**src/rtl/dsp_chain_accum.sv**
```systemverilog
// Accumulates DSP cascade sums over a dot product, requantizes the final sum
// and buffers results in a small FIFO with credit-style issue throttling.
module dsp_chain_accum #(
   parameter int CHAINW = 64,
   parameter int ACCW   = 32,
   parameter int ODATAW = 8,
   parameter int LAT    = 3,
   parameter int DEPTH  = 4
) (
   input  logic              clk,
   input  logic              rst,
   input  logic              in_valid,
   input  logic              in_first,
   input  logic              in_last,
   output logic              in_ready,
   input  logic [CHAINW-1:0] chainin,
   input  logic [4:0]        shift,
   output logic              out_valid,
   input  logic              out_ready,
   output logic [ODATAW-1:0] out_data,
   output logic              err
);

   localparam int AW = (DEPTH > 1) ? $clog2(DEPTH) : 1;
   localparam int CW = $clog2(DEPTH + 1);

   typedef enum logic {IDLE, ACCUM} state_t;

   state_t                   state, state_n;
   logic [LAT-1:0]           dv, df, dl, dv_n, df_n, dl_n;
   logic signed [ACCW-1:0]   acc, acc_n, rq_sum, rq_sum_n, sample, addsum;
   logic signed [ACCW:0]     wide;
   logic                     rq_valid, rq_valid_n, errq, err_n;
   logic                     accept, push, pop, rdy, rdy_n;
   logic [AW-1:0]            wptr, rptr;
   logic [CW-1:0]            count, count_n;
   logic [15:0]              occ_n;
   logic signed [ACCW+1:0]   rnd, rx, shd, qmax, qmin;
   logic [ODATAW-1:0]        q;
   logic [ODATAW-1:0]        mem [DEPTH];
   logic                     chain_unused;

   assign chain_unused = ^chainin[CHAINW-1:ACCW];
   assign sample       = chainin[ACCW-1:0];
   assign accept       = in_valid & rdy;
   assign push         = rq_valid;
   assign out_valid    = (count != '0);
   assign pop          = out_valid & out_ready;
   assign in_ready     = rdy;
   assign err          = errq;
   assign out_data     = out_valid ? mem[rptr] : '0;

   // Saturating add of the new chain sample onto the running sum.
   always_comb begin
      wide   = {acc[ACCW-1], acc} + {sample[ACCW-1], sample};
      addsum = wide[ACCW-1:0];
      if (wide[ACCW] != wide[ACCW-1])
         addsum = wide[ACCW] ? {1'b1, {(ACCW-1){1'b0}}} : {1'b0, {(ACCW-1){1'b1}}};
   end

   always_comb begin
      dv_n    = '0;
      df_n    = '0;
      dl_n    = '0;
      dv_n[0] = accept;
      df_n[0] = accept & in_first;
      dl_n[0] = accept & in_last;
      for (int unsigned i = 1; i < LAT; i++) begin
         dv_n[i] = dv[i-1];
         df_n[i] = df[i-1];
         dl_n[i] = dl[i-1];
      end
   end

   always_comb begin
      state_n    = state;
      acc_n      = acc;
      err_n      = errq;
      rq_valid_n = 1'b0;
      rq_sum_n   = rq_sum;
      if (dv[LAT-1]) begin
         if (state == IDLE) begin
            acc_n = sample;
            if (!df[LAT-1]) err_n = 1'b1;
         end else if (df[LAT-1]) begin
            acc_n = sample;
            err_n = 1'b1;
         end else begin
            acc_n = addsum;
         end
         if (dl[LAT-1]) begin
            rq_valid_n = 1'b1;
            rq_sum_n   = acc_n;
            state_n    = IDLE;
         end else begin
            state_n = ACCUM;
         end
      end
   end

   // in_ready is registered from next-state occupancy so it matches the
   // current fifo_count + pending without a combinational path.
   always_comb begin
      count_n = count + CW'(push) - CW'(pop);
      occ_n   = 16'(count_n) + 16'(rq_valid_n);
      for (int unsigned i = 0; i < LAT; i++)
         occ_n = occ_n + 16'(dl_n[i]);
      rdy_n = (occ_n < 16'(DEPTH));
   end

   always_comb begin
      rnd = '0;
      if (shift != 5'd0)
         rnd = (ACCW+2)'(1) << (shift - 5'd1);
      rx   = {{2{rq_sum[ACCW-1]}}, rq_sum};
      rx   = rx + rnd;
      shd  = rx >>> shift;
      qmax = {{(ACCW+3-ODATAW){1'b0}}, {(ODATAW-1){1'b1}}};
      qmin = {{(ACCW+3-ODATAW){1'b1}}, {(ODATAW-1){1'b0}}};
      q    = shd[ODATAW-1:0];
      if (shd > qmax)      q = qmax[ODATAW-1:0];
      else if (shd < qmin) q = qmin[ODATAW-1:0];
   end

   always_ff @(posedge clk or negedge rst) begin
      if (!rst) begin
         state    <= IDLE;
         acc      <= '0;
         dv       <= '0;
         df       <= '0;
         dl       <= '0;
         rq_valid <= 1'b0;
         rq_sum   <= '0;
         wptr     <= '0;
         rptr     <= '0;
         count    <= '0;
         errq     <= 1'b0;
         rdy      <= 1'b1;
      end else begin
         state    <= state_n;
         acc      <= acc_n;
         dv       <= dv_n;
         df       <= df_n;
         dl       <= dl_n;
         rq_valid <= rq_valid_n;
         rq_sum   <= rq_sum_n;
         count    <= count_n;
         errq     <= err_n;
         rdy      <= rdy_n;
         if (push) wptr <= wptr + AW'(1);
         if (pop)  rptr <= rptr + AW'(1);
      end
   end

   always_ff @(posedge clk) begin
      if (push) mem[wptr] <= q;
   end

endmodule

```
**config.mk**
```make
export PLATFORM = sky130hd
export DESIGN_NAME = dsp_chain_accum
export DESIGN_NICKNAME = d
export VERILOG_FILES = /design/src/rtl/dsp_chain_accum.sv
export SDC_FILE = /design/constraint.sdc
export NUM_CORES = 1
export LEC_CHECK = 0
export CAP_MARGIN = 10
export CORE_MARGIN = 1.5
export CORE_UTILIZATION = 56
export CTS_CLUSTER_SIZE = 12
export DETAILED_ROUTE_END_ITERATION = 8
export GPL_ROUTABILITY_DRIVEN = 0
export PLACE_DENSITY = 0.8
export SYNTH_ARGS = -nofsm -noshare
export SYNTH_HDL_FRONTEND = slang
export SYNTH_SLANG_ARGS = --single-unit
```
**constraint.sdc**
```tcl
create_clock -name clk -period 13.28 [get_ports clk]
set_input_delay 3.32 -clock clk [delete_from_list [all_inputs] [get_ports clk]]
set_output_delay 3.32 -clock clk [all_outputs]
set_load 0.02 [all_outputs]
```
Word-level counts from Yosys, hierarchy flattened
Memories as Yosys holds them, arrays and structs flattened.
Index checks and enable logic that the tools add are counted.
Widths: inputs -> output; s select.
{"block": "op_classes", "add_sub_neg": 11, "n_lt_le_gt_ge": 3, "eq_ne": 3, "shifts": 2, "n_mux": 16, "bitwise_logic": 4, "n_reduce_logical": 4}
{"operator": "$mux 32", "n": 4}
{"operator": "$add 32x34->34", "n": 1}
{"operator": "$gt 34x8->1 const B", "n": 1}
{"operator": "$lt 34x8->1 const B", "n": 1}
{"operator": "$mux 34", "n": 1}
{"operator": "$shl 1x5->34 const A", "n": 1}
{"operator": "$sshr 34x5->34", "n": 1}
{"operator": "$add 32x32->33", "n": 1}
{"operator": "$mux 8", "n": 3}
{"operator": "$mux 1", "n": 8}
{"operator": "$add 6x1->7", "n": 1}
{"operator": "$lt 7x3->1 const B", "n": 1}
{"operator": "$add 5x1->6", "n": 1}
{"operator": "$add 4x1->5", "n": 1}
{"operator": "$reduce_bool 5->1", "n": 1}
{"operator": "$sub 5x1->5 const B", "n": 1}
{"operator": "$add 2x1->2 const B", "n": 2}
{"operator": "$add 3x1->4", "n": 1}
{"operator": "$and 1x1->1", "n": 4}
{"operator": "$add 3x1->3", "n": 1}
{"operator": "$reduce_and 3->1", "n": 1}
{"operator": "$reduce_bool 3->1", "n": 1}
{"operator": "$sub 3x1->3", "n": 1}
{"operator": "$ne 2x1->1 const B", "n": 1}
{"operator": "3 further kinds", "n": 3}
{"block": "totals", "regBits": 84, "mem_bits_rw": 32, "in_bits": 75, "wordCells": 56, "mem_count": 1}
{"memory": "mem", "depth": 4, "width": 8, "read_ports": 1, "rd_clocked_by_memory_dff": 0, "wr": 1, "line_no": "40", "text": "logic [ODATAW-1:0] mem [DEPTH];"}

Depth between registers and ports, before layout
{"block": "logic_depth", "depth_word": 8, "mapped_depth": 25, "ltp_nobuf": 19}

Worst setup path before layout
OpenSTA, ideal clock, no wires.
{"block": "synth_timing", "path_kind": "in2reg", "startpoint": "input shift[2]", "endpoint": "memory mem[0][0], data pin", "setup_time_ns": 0.291, "arrival_ns": 8.480, "required_time_ns": 12.989, "slack_ns": 4.509, "path_stages": 23, "n_path_buf": 6, "path_cell_list": "clkbuf_1 inv_1 clkbuf_1 clkbuf_1 clkbuf_1 buf_1 nand3_1 nor2_1 ha_1 clkbuf_1 a21oi_1 o21ai_0 a211oi_1 o21ai_0 nor3_1 xor2_1 a211oi_1 o31ai_1 mux4_2 nor4b_2 nand4_1 o41ai_4 o21ai_1"}
{"block": "synth_via", "elab_chain_cells": 8}
{"element": "start: declaration", "line_no": "17", "text": "input logic [4:0] shift,"}
{"element": "$sub 5x1->5", "line_no": "114", "text": "rnd = (ACCW+2)'(1) << (shift - 5'd1);"}
{"element": "$shl 1x5->34", "line_no": "114"}
{"element": "$mux 34", "line_no": "113", "text": "if (shift != 5'd0)"}
{"element": "$add 32x34->34", "line_no": "116", "text": "rx = rx + rnd;"}
{"element": "$sshr 34x5->34 (*)", "line_no": "117", "text": "shd = rx >>> shift;"}
{"element": "$lt 34x8->1", "line_no": "122", "text": "else if (shd < qmin) q = qmin[ODATAW-1:0];"}
{"element": "$mux 8", "line_no": "122"}
{"element": "$mux 8 (*)", "line_no": "121", "text": "if (shd > qmax) q = qmax[ODATAW-1:0];"}
{"element": "named net q[0]", "line_no": "39", "text": "logic [ODATAW-1:0] q;"}
{"element": "end: declaration", "line_no": "40"}
The timed path passes the listed nets; every way through them passes the cells marked *.

Worst setup path in the final report
{"block": "layout_timing", "startpoint": "input shift[1]", "endpoint": "memory mem[3][4], data pin"}
The elaborated chain is that of the path after synthesis.

==> impl_metrics.toml <==
[place]
io_buffers = 53
hpwl_um = 26900

[timing]
final_hold_viol_count = 0
relSlewSlack_pct = 34.9
setup_tns_ns = 0
rsz0062_at_grt = "false"
timing.final.crit_period_ns = 10.57
drv_slew = 0
fmax_mhz = 94.6
holdWs_ns = 0.347
setup_viol = 0
fin_skew_ns = 0.0105
period_share_pct = 79.6
tightest_slew_ns = 0.973

[setup_path]
crit_cells = 19
endpoint = "mem[3][4]"
cp-start-kind = "input port"
critical_path_class = "in -> reg"
crit_path_top_delay_cell = "nand2_1"
r2r_slack_ns = 7.48
cp_common_cell = "o21ai_1"
r2r_end = "mem[3][4]"
path_buf_inv = 3
timing.rr.start = "rq_sum[0]"
critical_path_required_ns = 13.48
arrival_ns = 10.76
worstPathCellList = "clkdlybuf4s50_1 > buf_4 > inv_1 > nand2_1 > nor2_1 > ha_1 > nand4_1 > nor3_1 > nand2b_1 > o211ai_1 > o21ai_1 > xnor2_1 > o22ai_1 > o31ai_1 > mux4_2 > a21bo_1 > nor4_1 > a41oi_1 > o21ai_1"
cp-end-kind = "register"
r2r.worst_path.cells = 15
critPathLaunch = "shift[1]"
path_max_fanout = 32
slowest_delay_ns = 0.77
critPathTopFamily = "compound AO/OA/AOI/OAI gates"

[pwr]
leakagePower_nw = 5.30
total_power_mw = 3.07
clkPwrFrac_pct = 17.4
switching_power_mw = 1.47
pwr-share-seq_pct = 20.3
peakVddDrop_v = 0.000192
p_int_mw = 1.60
p_sw_share_pct = 48.0
p_comb_share_pct = 62.2
p_per_area_nw_per_um2 = 234

[die]
die_area_um2 = 22000
ios = 86
placementRows = 52
die-width_um = 148
start_util_pct = 57.7
core-area_um2 = 20500
die_h_um = 148

[logic_synthesis]
synth.largest_area_cell = "dfrtp_1"
yosysMostFrequentCell = "nor2_1"
synthCells = 1463
synth_edf_count = 32
synth_area_um2 = 11800
synth_area_leaders = "dfrtp_1 (18%), edfxtp_1 (8.1%), ha_1 (7.7%)"
syn_nets = 1615
synthArstFlopShare_pct = 72.4
yosysSeqAreaShare_pct = 25.9
netlist_top_cells_count = "nor2_1 (142), nand2_1 (140), o21ai_0 (127), a21oi_1 (110), dfrtp_1 (83)"
yosys_warnings = 0
avgSynthCellArea_um2 = 8.08
yosys_most_used_dff = "dfrtp_1"
ys_ff_latch = 116
synth_cell_types = 93
synth_top_area_share_pct = 17.6

[routing]
drt-initial-drc-count = 1377
dr_total_vias = 12300
routed_wl_um = 37900
first_pass_iters = 9
final_antenna_net_count = 0
drc = 0
viasPerCell = 7.04
wl_per_cell_um = 21.7

[cts]
hold_buffers = 0
cts_buffers = 17
post_cts_resized = 0
cts_root_buf = "clkbuf_16"
tritoncts = "done"
cts_max_level = 4
clkSinkCount = 116
clkLatencyLatePin_ns = 0.43
clockBufferDepth = 2
cts_setup_buffers = 0
clk_pin_slew_ns = 0.06

[cells_and_area]
nets = 1614
fillers = 1733
antenna_cells = 0
drive_gt1_share_pct = 7.32
areaGrowthSynthToFinish_pct = 11.3

[global_routing]
grt_pass1_vias = 11200
grt_pass1_wl_um = 60100
overflow = 0
antenna_found_initial = 0
grtUsageTotal_pct = 34.5
grt_max_degree = 69

[min_path]
min_path_cells = 0
holdCritPathClass = "reg -> reg"

[job]
maxCapViolCount = 0

[status]
status = "completed"
==> routing by layer <==
metal,GRT usage (%),routed length (um),vias to the layer above
li1,-,-,5534
met1,46.6,15200,5755
met2,54.7,17300,822
met3,6.60,3910,172
met4,13.9,1570,0
met5,0,0,-
==> through the flow <==
stage	setup slack (ns)	cell area (um2)	std cells	util [%]
after floorplan	4.51	11800	1463	-
after global placement	2.80	12500	1713	60.8
after detailed placement	2.57	12500	1713	60.8
after CTS	3.02	13200	1745	64.2
after global routing	2.52	13200	1745	64.2
final	2.71	13200	1745	64.2
==> cell type report <==
class	instances	area, um2	area share (%)
clock buffer	17	425	3.23
clock inverter	15	255	1.94
inverter	44	165	1.26
multi-input combinational	1213	8250	62.7
sequential	116	3070	23.3
tap	270	338	2.57
timing repair buffer	70	656	4.99
==> worst min-delay path by stage <==
stage	startpoint	to	slack (ns)
after detailed placement	dv[0]	dv[1]	0.33
after global placement	dv[0]	dv[1]	0.33
after global routing	dv[1]	dv[2]	0.36
final	dv[0]	dv[1]	0.35
after CTS	dv[0]	dv[1]	0.35
after floorplan	df[0]	df[1]	0.33
==> cells in the final DEF (no fill, tap or decap), drive strengths merged, types with 10 or more instances in the layout <==
cell type	n
a211oi	34
a21o	26
a21oi	111
a221oi	10
a22oi	21
a31oi	35
and2	34
and3	15
buf	18
clkbuf	17
clkdlybuf4s50	52
dfrtp	83
edfxtp	32
ha	73
inv	45
mux2	10
mux2i	22
mux4	21
nand2	140
nand3	23
nand4	24
nor2	142
nor2b	15
nor3	28
o211ai	23
o21a	17
o21ai	145
o21bai	11
o22ai	15
or3	17
xnor2	34
xor2	19
==> power by group through the flow <==
stage                     Combinational (mW)  Clock (mW)  Sequential, mW
after floorplan                         1.41           0           0.568
after global placement                  1.79           0           0.619
after detailed placement                1.83           0           0.623
after CTS                               1.85       0.540           0.621
after global routing                    2.07       0.553           0.634
final                                   1.91       0.536           0.625
==> registers in the layout (all words and copies together) (netlist names) <==
| register | count |
|---|---|
| acc | 32 |
| mem | 32 |
| rq_sum | 32 |
| count | 3 |
| df | 3 |
| dl | 3 |
| dv | 3 |
| rptr | 2 |
| wptr | 2 |
| err | 1 |
| in_ready | 1 |
| push | 1 |
| state | 1 |
==> kinds of logic after synthesis <==
| logic type | Yosys count | share of synthesized area, % |
|---|---|---|
| xor gates and xnor gates | 53 | 3.93 |
| DFF | 116 | 25.9 |
| muxes | 53 | 6.95 |
| AOI/OAI and AO/OA | 535 | 29.8 |
| other | 2 | 0.0635 |
| buffers and inverters | 134 | 4.35 |
| adders and majority gates | 85 | 9.08 |
| and+or+nand+nor | 485 | 19.9 |
Power figures use the tool's default switching activity.
